`src/rtl/mbscore_intc_pkg.sv`:
```
// Shared constants for the MBScore interrupt controller: FSM encodings,
// config register map and the default vector base.
package mbscore_intc_pkg;

  typedef enum logic [1:0] {
    INTC_ST_IDLE = 2'd0,
    INTC_ST_ARB  = 2'd1,
    INTC_ST_TAKE = 2'd2,
    INTC_ST_SERV = 2'd3
  } intc_state_e;

  localparam logic [1:0] INTC_REG_MASK  = 2'd0;
  localparam logic [1:0] INTC_REG_PEND  = 2'd1;
  localparam logic [1:0] INTC_REG_CAUSE = 2'd2;
  localparam logic [1:0] INTC_REG_STAT  = 2'd3;

  localparam logic [31:0] INTC_VEC_BASE = 32'h0000_0080;

  function automatic int intc_id_width(input int n);
    return (n > 1) ? $clog2(n) : 1;
  endfunction

endpackage

```
`src/rtl/mbscore_intc_prio.sv`:
```
// Fixed-priority encoder: lowest set request index wins.
module mbscore_intc_prio
  import mbscore_intc_pkg::*;
#(
  parameter int N    = 8,
  parameter int ID_W = intc_id_width(N)
) (
  input  logic [N-1:0]    i_req,
  output logic            o_valid,
  output logic [ID_W-1:0] o_id
);

  // Scan from the top down so the lowest index is the last (winning) assignment.
  always_comb begin
    o_valid = 1'b0;
    o_id    = '0;
    for (int i = N - 1; i >= 0; i--) begin
      if (i_req[i]) begin
        o_valid = 1'b1;
        o_id    = ID_W'(i);
      end
    end
  end

endmodule

```
`src/rtl/mbscore_intc.sv`:
```
// MBScore interrupt controller: IRQ edge capture, mask/priority, boundary-aligned
// entry into the handler via the RF setINTR pulse and a fetch redirect.
module mbscore_intc
  import mbscore_intc_pkg::*;
#(
  parameter int                    N_IRQ      = 8,
  parameter int                    DATA_WIDTH = 32,
  parameter logic [DATA_WIDTH-1:0] VEC_BASE   = DATA_WIDTH'(INTC_VEC_BASE)
) (
  input  logic                  clk,
  input  logic                  rst,
  input  logic [N_IRQ-1:0]      irq_in,
  input  logic                  int_en_n,
  input  logic                  boundary,
  input  logic [DATA_WIDTH-1:0] pc_in,
  output logic                  set_intr,
  output logic [DATA_WIDTH-1:0] epc_out,
  output logic                  vec_we,
  output logic [DATA_WIDTH-1:0] vec_pc,
  input  logic                  cfg_we,
  input  logic [1:0]            cfg_addr,
  input  logic [DATA_WIDTH-1:0] cfg_wdata,
  output logic [DATA_WIDTH-1:0] cfg_rdata
);

  localparam int ID_W = intc_id_width(N_IRQ);

  intc_state_e           r_state, w_state_next;
  logic [N_IRQ-1:0]      r_sync1, r_sync2, r_sync_d;
  logic [N_IRQ-1:0]      r_pend, r_mask;
  logic [ID_W-1:0]       r_cause;
  logic [DATA_WIDTH-1:0] r_epc;
  logic                  r_seen_dis;

  logic [N_IRQ-1:0] w_edge, w_elig, w_cause_oh, w_w1c, w_take_clr, w_pend_next;
  logic             w_win_valid, w_cause_live, w_take_entry;
  logic [ID_W-1:0]  w_win_id;
  logic             w_unused_wdata;

  assign w_edge       = r_sync2 & ~r_sync_d;
  assign w_elig       = r_pend & r_mask;
  assign w_cause_oh   = N_IRQ'(1) << r_cause;
  assign w_cause_live = |(w_elig & w_cause_oh);
  assign w_take_entry = (r_state == INTC_ST_ARB) && w_cause_live && boundary;

  // A fresh edge always beats a software or auto clear on the same bit.
  assign w_w1c       = (cfg_we && cfg_addr == INTC_REG_PEND) ? cfg_wdata[N_IRQ-1:0] : '0;
  assign w_take_clr  = w_take_entry ? w_cause_oh : '0;
  assign w_pend_next = (r_pend & ~(w_w1c | w_take_clr)) | w_edge;

  assign w_unused_wdata = ^cfg_wdata;

  mbscore_intc_prio #(.N(N_IRQ), .ID_W(ID_W)) u_prio (
    .i_req   (w_elig),
    .o_valid (w_win_valid),
    .o_id    (w_win_id)
  );

  always_comb begin
    w_state_next = r_state;
    set_intr     = 1'b0;
    vec_we       = 1'b0;
    epc_out      = r_epc;
    vec_pc       = VEC_BASE + (DATA_WIDTH'(r_cause) << 3);
    case (r_state)
      INTC_ST_IDLE: if (w_win_valid && !int_en_n) w_state_next = INTC_ST_ARB;
      INTC_ST_ARB: begin
        if (!w_cause_live)  w_state_next = INTC_ST_IDLE;
        else if (boundary)  w_state_next = INTC_ST_TAKE;
      end
      INTC_ST_TAKE: begin
        set_intr     = 1'b1;
        vec_we       = 1'b1;
        w_state_next = INTC_ST_SERV;
      end
      INTC_ST_SERV: if (r_seen_dis && !int_en_n) w_state_next = INTC_ST_IDLE;
      default:      w_state_next = INTC_ST_IDLE;
    endcase
  end

  always_ff @(posedge clk or posedge rst) begin
    if (rst) begin
      r_state    <= INTC_ST_IDLE;
      r_sync1    <= '0;
      r_sync2    <= '0;
      r_sync_d   <= '0;
      r_pend     <= '0;
      r_mask     <= '0;
      r_cause    <= '0;
      r_epc      <= '0;
      r_seen_dis <= 1'b0;
    end else begin
      r_state  <= w_state_next;
      r_sync1  <= irq_in;
      r_sync2  <= r_sync1;
      r_sync_d <= r_sync2;
      r_pend   <= w_pend_next;
      if (cfg_we && cfg_addr == INTC_REG_MASK) r_mask <= cfg_wdata[N_IRQ-1:0];
      if (r_state == INTC_ST_IDLE && w_state_next == INTC_ST_ARB) r_cause <= w_win_id;
      if (w_take_entry) r_epc <= pc_in;
      // The handler must disable then re-enable; remember the disable once seen.
      if (r_state == INTC_ST_SERV) begin
        if (int_en_n) r_seen_dis <= 1'b1;
      end else begin
        r_seen_dis <= 1'b0;
      end
    end
  end

  always_comb begin
    cfg_rdata = '0;
    case (cfg_addr)
      INTC_REG_MASK:  cfg_rdata = DATA_WIDTH'(r_mask);
      INTC_REG_PEND:  cfg_rdata = DATA_WIDTH'(r_pend);
      INTC_REG_CAUSE: cfg_rdata = DATA_WIDTH'(r_cause);
      INTC_REG_STAT:  cfg_rdata = DATA_WIDTH'(r_state);
      default:        cfg_rdata = '0;
    endcase
  end

endmodule

```
`config.mk`:
```
export PLATFORM = sky130hd
export DESIGN_NAME = mbscore_intc
export DESIGN_NICKNAME = d
export VERILOG_FILES = /design/src/rtl/mbscore_intc_pkg.sv /design/src/rtl/mbscore_intc_prio.sv /design/src/rtl/mbscore_intc.sv
export SDC_FILE = /design/constraint.sdc
export NUM_CORES = 1
export LEC_CHECK = 0
export ABC_CLOCK_PERIOD_IN_PS = 2880
export CORE_MARGIN = 5
export CORE_UTILIZATION = 41
export DETAILED_ROUTE_END_ITERATION = 10
export PLACE_DENSITY = 0.86
export SLEW_MARGIN = 20
export SYNTH_ARGS = -nofsm -noshare
export SYNTH_HDL_FRONTEND = slang
export SYNTH_SLANG_ARGS = --single-unit
export TNS_END_PERCENT = 10
```
`constraint.sdc`:
```
create_clock -name clk -period 2.88 [get_ports clk]
set_input_delay 0.288 -clock clk [delete_from_list [all_inputs] [get_ports clk]]
set_output_delay 0.288 -clock clk [all_outputs]
set_load 0.005 [all_outputs]
```
==> metrics.json, run 1 <==
{
  "final.period_utilization": {"value": 0.792},
  "clock_sinks": {"value": 78},
  "maxCapViolations": {"value": 0},
  "cts_root_buf": {"value": "sky130_fd_sc_hd__clkbuf_8"},
  "totalNegativeSetupSlack": {"value": 0, "unit": "ps"},
  "synthesis.area": {"value": 0.00369, "unit": "sq mm"},
  "setup.worst_path.start": {"value": "r_cause[2]"},
  "clk-insertion-delay-late": {"value": 340, "unit": "ps"},
  "r2r_cells": {"value": 6},
  "track_usage": {"value": 0.137},
  "cp-end-kind": {"value": "flop"},
  "globalplace.congestion": {"value": 0.853},
  "path_cells": {"value": "or2_1, o221ai_2, a211oi_2, nor2_4, buf_12, mux2_2"},
  "ctsResizeCount": {"value": 0},
  "post_synth.cell_area_avg": {"value": 12.7, "unit": "sq um"},
  "yosys-top-cells-area": {"value": "sky130_fd_sc_hd__dfrtp_1 (53%), sky130_fd_sc_hd__mux2_4 (12%), sky130_fd_sc_hd__buf_4 (11%)"},
  "p_total": {"value": 4.14, "unit": "mW"},
  "critPathCapture": {"value": "epc_out[31]"},
  "detail_route.drc_violations": {"value": 0},
  "numPortBuffers": {"value": 99},
  "ys_types": {"value": 38},
  "dr.pass1.iters": {"value": 4},
  "post_cts_buffers": {"value": 0},
  "ys_warn_count": {"value": 0},
  "synthMostInstantiatedCell": {"value": "sky130_fd_sc_hd__dfrtp_1"},
  "core_area": {"value": 0.00876, "unit": "sq mm"},
  "die-width": {"value": 105, "unit": "um"},
  "route.antenna.remaining_nets": {"value": 0},
  "power_density": {"value": 869, "unit": "mW/mm^2"},
  "postSynthRegisterBits": {"value": 78},
  "synthArstFlopShare": {"value": 1.00},
  "synth_largest_area_cell": {"value": "sky130_fd_sc_hd__dfrtp_1"},
  "final_hold_viol_count": {"value": 0},
  "cp-start-kind": {"value": "flop"},
  "cts_max_path_buffers": {"value": 2},
  "routed-via-count": {"value": 2379},
  "detail_route.vias_per_cell": {"value": 4.69},
  "synth_sequential_area_ratio": {"value": 0.529},
  "timing.max_slew.rel_slack": {"value": 0.388},
  "fmax": {"value": 439, "unit": "MHz"},
  "finalSetupViolations": {"value": 0},
  "grt_antenna_before_repair": {"value": 0},
  "first_global_vias": {"value": 2486},
  "place.detailed.hpwl": {"value": 5.98, "unit": "mm"},
  "crit_required": {"value": 3110, "unit": "ps"},
  "cts-buffers-inserted": {"value": 9},
  "clock_tree.htree_level_count": {"value": 3},
  "area_growth": {"value": 29.0, "unit": "%"},
  "antenna_cells": {"value": 0},
  "syn-instance-count": {"value": 291},
  "slowest_delay": {"value": 470, "unit": "ps"},
  "synth-main-ff-cell": {"value": "sky130_fd_sc_hd__dfrtp_1"},
  "rrSetupSlack": {"value": 600, "unit": "ps"},
  "cts_tree": {"value": "built"},
  "detail_route.wirelength": {"value": 7.64, "unit": "mm"},
  "clock_skews": {"value": 10.8, "unit": "ps"},
  "slew_violations": {"value": 0},
  "crit_path_max_fo": {"value": 25},
  "clk_pin_slew": {"value": 90, "unit": "ps"},
  "status": {"value": "complete, no violations"},
  "grt_max_degree": {"value": 34},
  "tightest_slew": {"value": 906, "unit": "ps"},
  "dieArea": {"value": 0.0110, "unit": "sq mm"},
  "leakage": {"value": 2.12, "unit": "nW"},
  "cts_hold_buf": {"value": 0},
  "row_count": {"value": 34},
  "r2r_start": {"value": "r_cause[2]"},
  "pin_count": {"value": 177},
  "grt_first_pass_wirelength": {"value": 12.2, "unit": "mm"},
  "worst_r2r_endpoint": {"value": "epc_out[31]"},
  "post_route_cells_drive_above_1_share": {"value": 0.180},
  "synth-edff-count": {"value": 0},
  "first_iter_violations": {"value": 128},
  "initial_utilization": {"value": 0.421},
  "rsz0062_at_grt": {"value": "false"},
  "vdd_drop_max": {"value": 0.553, "unit": "mV"},
  "worst_ep_arrival_time": {"value": 2510, "unit": "ps"},
  "post_drt_wl_per_cell": {"value": 15.1, "unit": "um"},
  "synthTopCellsByCount": {"value": "sky130_fd_sc_hd__dfrtp_1 (78), sky130_fd_sc_hd__buf_4 (56), sky130_fd_sc_hd__mux2_4 (30)"},
  "finalWorstPathRequiredPeriod": {"value": 2280, "unit": "ps"},
  "cpMaxStageDelayCell": {"value": "sky130_fd_sc_hd__dfrtp_1"},
  "holdCritPathClass": {"value": "in2async"},
  "criticalPathCategory": {"value": "reg2reg"},
  "die_h": {"value": 105, "unit": "um"},
  "grt-ovfl-total": {"value": 0},
  "nets": {"value": 473},
  "synth_top_cell_area_share": {"value": 0.529}
}
[worst max-delay path, delay by kind of cell (launching register included)]
family | cells | cell delay (ps)
compound gates | 2 | 380
mux | 1 | 360
simple gates | 2 | 690
flops | 1 | 470
buf+inv | 1 | 260
[logic make-up (layout without fill, tap and decap cells)]
kind of cell | count (synthesis) | in the layout | share of synthesized area
buf+inv | 73 | 130 | 0.144
mux | 48 | 48 | 0.181
other cells | 2 | 53 | 0.00203
simple gates | 53 | 53 | 0.0725
flops | 78 | 78 | 0.529
compound gates | 37 | 37 | 0.0715
[per-stage QoR]
stage	hold slack (ps)	instance area [sq um]	utilization	setup WS [ps]	instances
2_1_floorplan	319	3880	-	597	342
3_3_place_gp	332	4570	0.522	611	491
3_5_place_dp	335	4570	0.522	594	491
4_1_cts	332	4760	0.544	599	507
5_1_grt	352	4760	0.544	483	507
6_report	315	4760	0.544	600	507
[cell type report]
cell class	count	area (sq um)
fillers	732	4000
flip-flops and latches	78	1950
multi-input cells	191	1400
repair buffers	103	1050
clock buffers	10	138
well taps	108	135
clock inverters	6	52.6
inverters	11	41.3
[placed cells by master (no fill, tap or decap), types with 2 or more instances in the layout]
cell type,n
sky130_fd_sc_hd__o211ai_1,4
sky130_fd_sc_hd__mux2_4,30
sky130_fd_sc_hd__nand2b_1,2
sky130_fd_sc_hd__inv_1,10
sky130_fd_sc_hd__nand2_1,23
sky130_fd_sc_hd__clkinvlp_4,2
sky130_fd_sc_hd__mux2_2,10
sky130_fd_sc_hd__nor3_1,6
sky130_fd_sc_hd__inv_6,2
sky130_fd_sc_hd__dfrtp_1,78
sky130_fd_sc_hd__a21oi_1,5
sky130_fd_sc_hd__o21ai_0,9
sky130_fd_sc_hd__buf_4,2
sky130_fd_sc_hd__buf_12,2
sky130_fd_sc_hd__conb_1,53
sky130_fd_sc_hd__mux2i_1,6
sky130_fd_sc_hd__o311ai_0,2
sky130_fd_sc_hd__clkdlybuf4s50_1,99
sky130_fd_sc_hd__o22ai_1,6
sky130_fd_sc_hd__nand3b_1,2
sky130_fd_sc_hd__a22oi_1,2
sky130_fd_sc_hd__or2b_2,2
sky130_fd_sc_hd__nor2_1,6
sky130_fd_sc_hd__nand3_1,5
sky130_fd_sc_hd__clkbuf_8,10
sky130_fd_sc_hd__a211oi_2,2
sky130_fd_sc_hd__mux4_2,2
[state kept, by name, summed over array words and instances (netlist names)]
register,flops
r_state,2
r_sync_d,8
r_sync2,8
r_seen_dis,1
r_sync1,8
r_cause,3
r_mask,8
epc_out,32
r_pend,8
[how the worst min path moves through the flow]
stage / startpoint / endpoint / slack (ps) / depth (start not counted)
6_report: rst / epc_out[26] / 320 / 2
5_1_grt: rst / epc_out[26] / 350 / 2
4_1_cts: rst / epc_out[29] / 330 / 2
3_5_place_dp: r_sync1[1] / r_sync2[1] / 330 / 0
3_3_place_gp: r_sync1[4] / r_sync2[4] / 330 / 0
2_1_floorplan: irq_in[0] / r_sync1[0] / 320 / 0
[layer usage]
metal | wire length [um] | global-route usage | vias up
met2 | 3890 | 0.238 | 114
met4 | 92 | 0.0402 | 0
met3 | 676 | 0.0450 | 7
met1 | 2980 | 0.162 | 1163
li1 | - | - | 1095
met5 | 0 | 0 | -
[power by group]
group	internal, mW	leakage (nW)	total (mW)	switching (mW)
combinational	1.10	1.12	1.69	0.591
clock	0.350	0.0914	0.767	0.417
sequential	1.42	0.909	1.68	0.260
total	2.87	2.12	4.14	1.27
(Power assumes the default switching activity.)
==> run 2: changes to the inputs <==
--- a/config.mk
+++ b/config.mk
@@ -5,7 +5,7 @@
 export SDC_FILE = /design/constraint.sdc
 export NUM_CORES = 1
 export LEC_CHECK = 0
-export ABC_CLOCK_PERIOD_IN_PS = 2880
+export ABC_CLOCK_PERIOD_IN_PS = 2350
 export CORE_MARGIN = 5
 export CORE_UTILIZATION = 41
 export DETAILED_ROUTE_END_ITERATION = 10
==> constraint.sdc (replaced) <==
create_clock -name clk -period 2.35 [get_ports clk]
set_input_delay 0.235 -clock clk [delete_from_list [all_inputs] [get_ports clk]]
set_output_delay 0.235 -clock clk [all_outputs]
set_load 0.005 [all_outputs]
==> run 2 against run 1 <==
  * Combinational power is 24% higher
  * Via count up 1.8%
  * Sequential power rose by 23%
  * Hold slack got worse by 170 ps
  * Die area is the same
  * Total power up 25%
  * Final cell count is 0.79% higher
  * Sequential share of layout area fell by 0.43 points
  * Routed wire length grew 3.7%
  * Global-route usage up 0.60 points
  * Core utilization increased by 0.57 points
==> metrics.json, run 2 (synthesis results as in run 1) <==
{
  "status": {"value": "complete, no violations"},
  "area_growth": {"value": 30.4, "unit": "%"},
  "p_int": {"value": 3.61, "unit": "mW", "change": "+26%"},
  "dieArea": {"value": 0.0110, "unit": "sq mm", "change": "unchanged"},
  "pin_count": {"value": 177, "change": "unchanged"},
  "crit_required": {"value": 2570, "unit": "ps", "change": "-540 ps"},
  "fmax": {"value": 463, "unit": "MHz", "change": "+5.6%"},
  "cts_tree": {"value": "built"},
  "row_count": {"value": 34, "change": "unchanged"},
  "clk_pin_slew": {"value": 90, "unit": "ps", "change": "about the same"},
  "ctsResizeCount": {"value": 0, "change": "unchanged"},
  "grt_max_degree": {"value": 48, "change": "+41%"},
  "layout_common_cells": {"value": "sky130_fd_sc_hd__clkdlybuf4s50_1 (99), sky130_fd_sc_hd__dfrtp_1 (78), sky130_fd_sc_hd__conb_1 (53)"},
  "max_reg_flops": {"value": 32, "change": "unchanged"},
  "crit_path_max_fo": {"value": 15, "change": "-40%"},
  "maxCapViolations": {"value": 0, "change": "unchanged"},
  "globalplace.congestion": {"value": 0.852, "change": "-0.12%"},
  "combinational_cell_fraction_of_total_power": {"value": 0.406, "change": "-0.002"},
  "switching_share_of_total_power": {"value": 0.301, "change": "-0.00537"},
  "post_cts_buffers": {"value": 0, "change": "unchanged"},
  "path_buf_inv": {"value": 1, "change": "unchanged"},
  "nets": {"value": 477, "change": "+0.85%"},
  "vdd_drop_max": {"value": 0.663, "unit": "mV", "change": "+20%"},
  "cp-start-kind": {"value": "flop"},
  "grt-ovfl-total": {"value": 0, "change": "unchanged"},
  "detail_route.drc_violations": {"value": 0, "change": "unchanged"},
  "slew_violations": {"value": 0, "change": "unchanged"},
  "holdCritPathClass": {"value": "in2async"},
  "finalWorstPathRequiredPeriod": {"value": 2160, "unit": "ps", "change": "-120 ps"},
  "share_seq_of_total_power": {"value": 0.402, "change": "-0.005"},
  "post_route_cells_drive_above_1_share": {"value": 0.186, "change": "+0.00565"},
  "p_clk_frac": {"value": 0.192, "change": "+0.007"},
  "detail_route.vias_per_cell": {"value": 4.74, "change": "+1.1%"},
  "dr.pass1.iters": {"value": 4, "change": "unchanged"},
  "most_common_cell_after_layout_fill_and_taps_aside": {"value": "sky130_fd_sc_hd__clkdlybuf4s50_1"},
  "timing.critical_path.max_delay_family": {"value": "simple AND/OR/NAND/NOR gates"},
  "layout.cells.non_filler": {"value": 511, "change": "+0.79%"},
  "leakage": {"value": 2.14, "unit": "nW", "change": "+0.98%"},
  "core_area": {"value": 0.00876, "unit": "sq mm", "change": "unchanged"},
  "final.period_utilization": {"value": 0.919, "change": "+0.127"},
  "criticalPathCategory": {"value": "reg2reg"},
  "die-width": {"value": 105, "unit": "um", "change": "unchanged"},
  "fillers": {"value": 714, "change": "-2.5%"},
  "setup_slack": {"value": 191, "unit": "ps", "change": "-410 ps"},
  "routed-via-count": {"value": 2423, "change": "+1.8%"},
  "rsz0062_at_grt": {"value": "false"},
  "place.detailed.hpwl": {"value": 6.23, "unit": "mm", "change": "+4.3%"},
  "detail_route.wirelength": {"value": 7.92, "unit": "mm", "change": "+3.7%"},
  "cp-end-kind": {"value": "flop"},
  "switchingPower": {"value": 1.55, "unit": "mW", "change": "+23%"},
  "first_global_vias": {"value": 2526, "change": "+1.6%"},
  "route.antenna.remaining_nets": {"value": 0, "change": "unchanged"},
  "path_cells": {"value": "or2_1, o221ai_1, a211oi_2, nor2_4, buf_12, mux2_4"},
  "dp_slack": {"value": 213, "unit": "ps", "change": "-381 ps"},
  "clock_skews": {"value": 11.9, "unit": "ps", "change": "+1.15 ps"},
  "power_density": {"value": 1070, "unit": "mW/mm^2", "change": "+23%"},
  "initial_utilization": {"value": 0.421, "change": "unchanged"},
  "post_drt_wl_per_cell": {"value": 15.5, "unit": "um", "change": "+2.9%"},
  "grt_first_pass_wirelength": {"value": 12.7, "unit": "mm", "change": "+3.7%"},
  "track_usage": {"value": 0.143, "change": "+0.00603"},
  "design_area": {"value": 0.00481, "unit": "sq mm", "change": "+1.1%"},
  "cts_root_buf": {"value": "sky130_fd_sc_hd__clkbuf_8"},
  "die_h": {"value": 105, "unit": "um", "change": "unchanged"},
  "final_hold_viol_count": {"value": 0, "change": "unchanged"},
  "clock_tree.htree_level_count": {"value": 3, "change": "unchanged"},
  "numPortBuffers": {"value": 99, "change": "unchanged"},
  "finalSetupViolations": {"value": 0, "change": "unchanged"},
  "placed_cells_incl_taps": {"value": 495, "change": "+0.81%"},
  "cts-buffers-inserted": {"value": 9, "change": "unchanged"},
  "dpl-instance-area": {"value": 0.00462, "unit": "sq mm", "change": "+0.93%"},
  "clk-insertion-delay-late": {"value": 340, "unit": "ps", "change": "about the same"},
  "grt_antenna_before_repair": {"value": 0, "change": "unchanged"},
  "worst_ep_arrival_time": {"value": 2380, "unit": "ps", "change": "-130 ps"},
  "cpMaxStageDelayCell": {"value": "sky130_fd_sc_hd__dfrtp_1"},
  "cts_hold_buf": {"value": 0, "change": "unchanged"},
  "totalNegativeSetupSlack": {"value": 0, "unit": "ps", "change": "unchanged"},
  "first_iter_violations": {"value": 182, "change": "+42%"},
  "antenna_cells": {"value": 0, "change": "unchanged"},
  "cts_max_path_buffers": {"value": 2, "change": "unchanged"},
  "clock_sinks": {"value": 78, "change": "unchanged"},
  "slowest_delay": {"value": 470, "unit": "ps", "change": "about the same"}
}
## run 2: per-layer routing
metal	GRT usage	vias to the layer above	wire length, um
met2	0.246	132	3990
met5	0	-	0
met3	0.0413	21	647
met4	0.0557	0	226
met1	0.169	1160	3060
li1	-	1110	-
## run 2: final timing paths
path / slack, ps / from / depth (start not counted) / end
min in group clk: 330 / irq_in[7] / 1 / r_sync1[7]
min: 140 / rst / 2 / epc_out[26]
max in group asynchronous: 1630 / rst / 3 / epc_out[1]
max reg2reg: 190 / r_cause[2] / 6 / epc_out[18]
max: 190 / r_cause[2] / 6 / epc_out[18]
min reg2reg: 340 / r_sync1[4] / 0 / r_sync2[4]
## run 2: final cells by class
class                   count  area [sq um]  area share
clock buffers              10           128      0.0265
multi-input cells         191          1400       0.291
repair buffers            107          1090       0.226
flip-flops and latches     78          1950       0.406
well taps                 108           135      0.0281
clock inverters             6          70.1      0.0146
inverters                  11          41.3     0.00858
## run 2: through the flow
stage	power, mW	hold WS (ps)	utilization
after floorplan	3.23	266	-
after global placement	4.10	331	0.527
after detailed placement	4.20	336	0.527
after CTS	5.22	133	0.549
after global routing	5.47	142	0.549
final	5.16	141	0.549
## run 2: power groups by stage
stage                     registers (mW)  clock network [mW]  logic [mW]
after global routing                2.13                1.07        2.26
after detailed placement            2.08                   0        2.12
after floorplan                     2.02                   0        1.21
after global placement              2.05                   0        2.05
final                               2.07               0.990        2.10
after CTS                           2.07                1.02        2.13
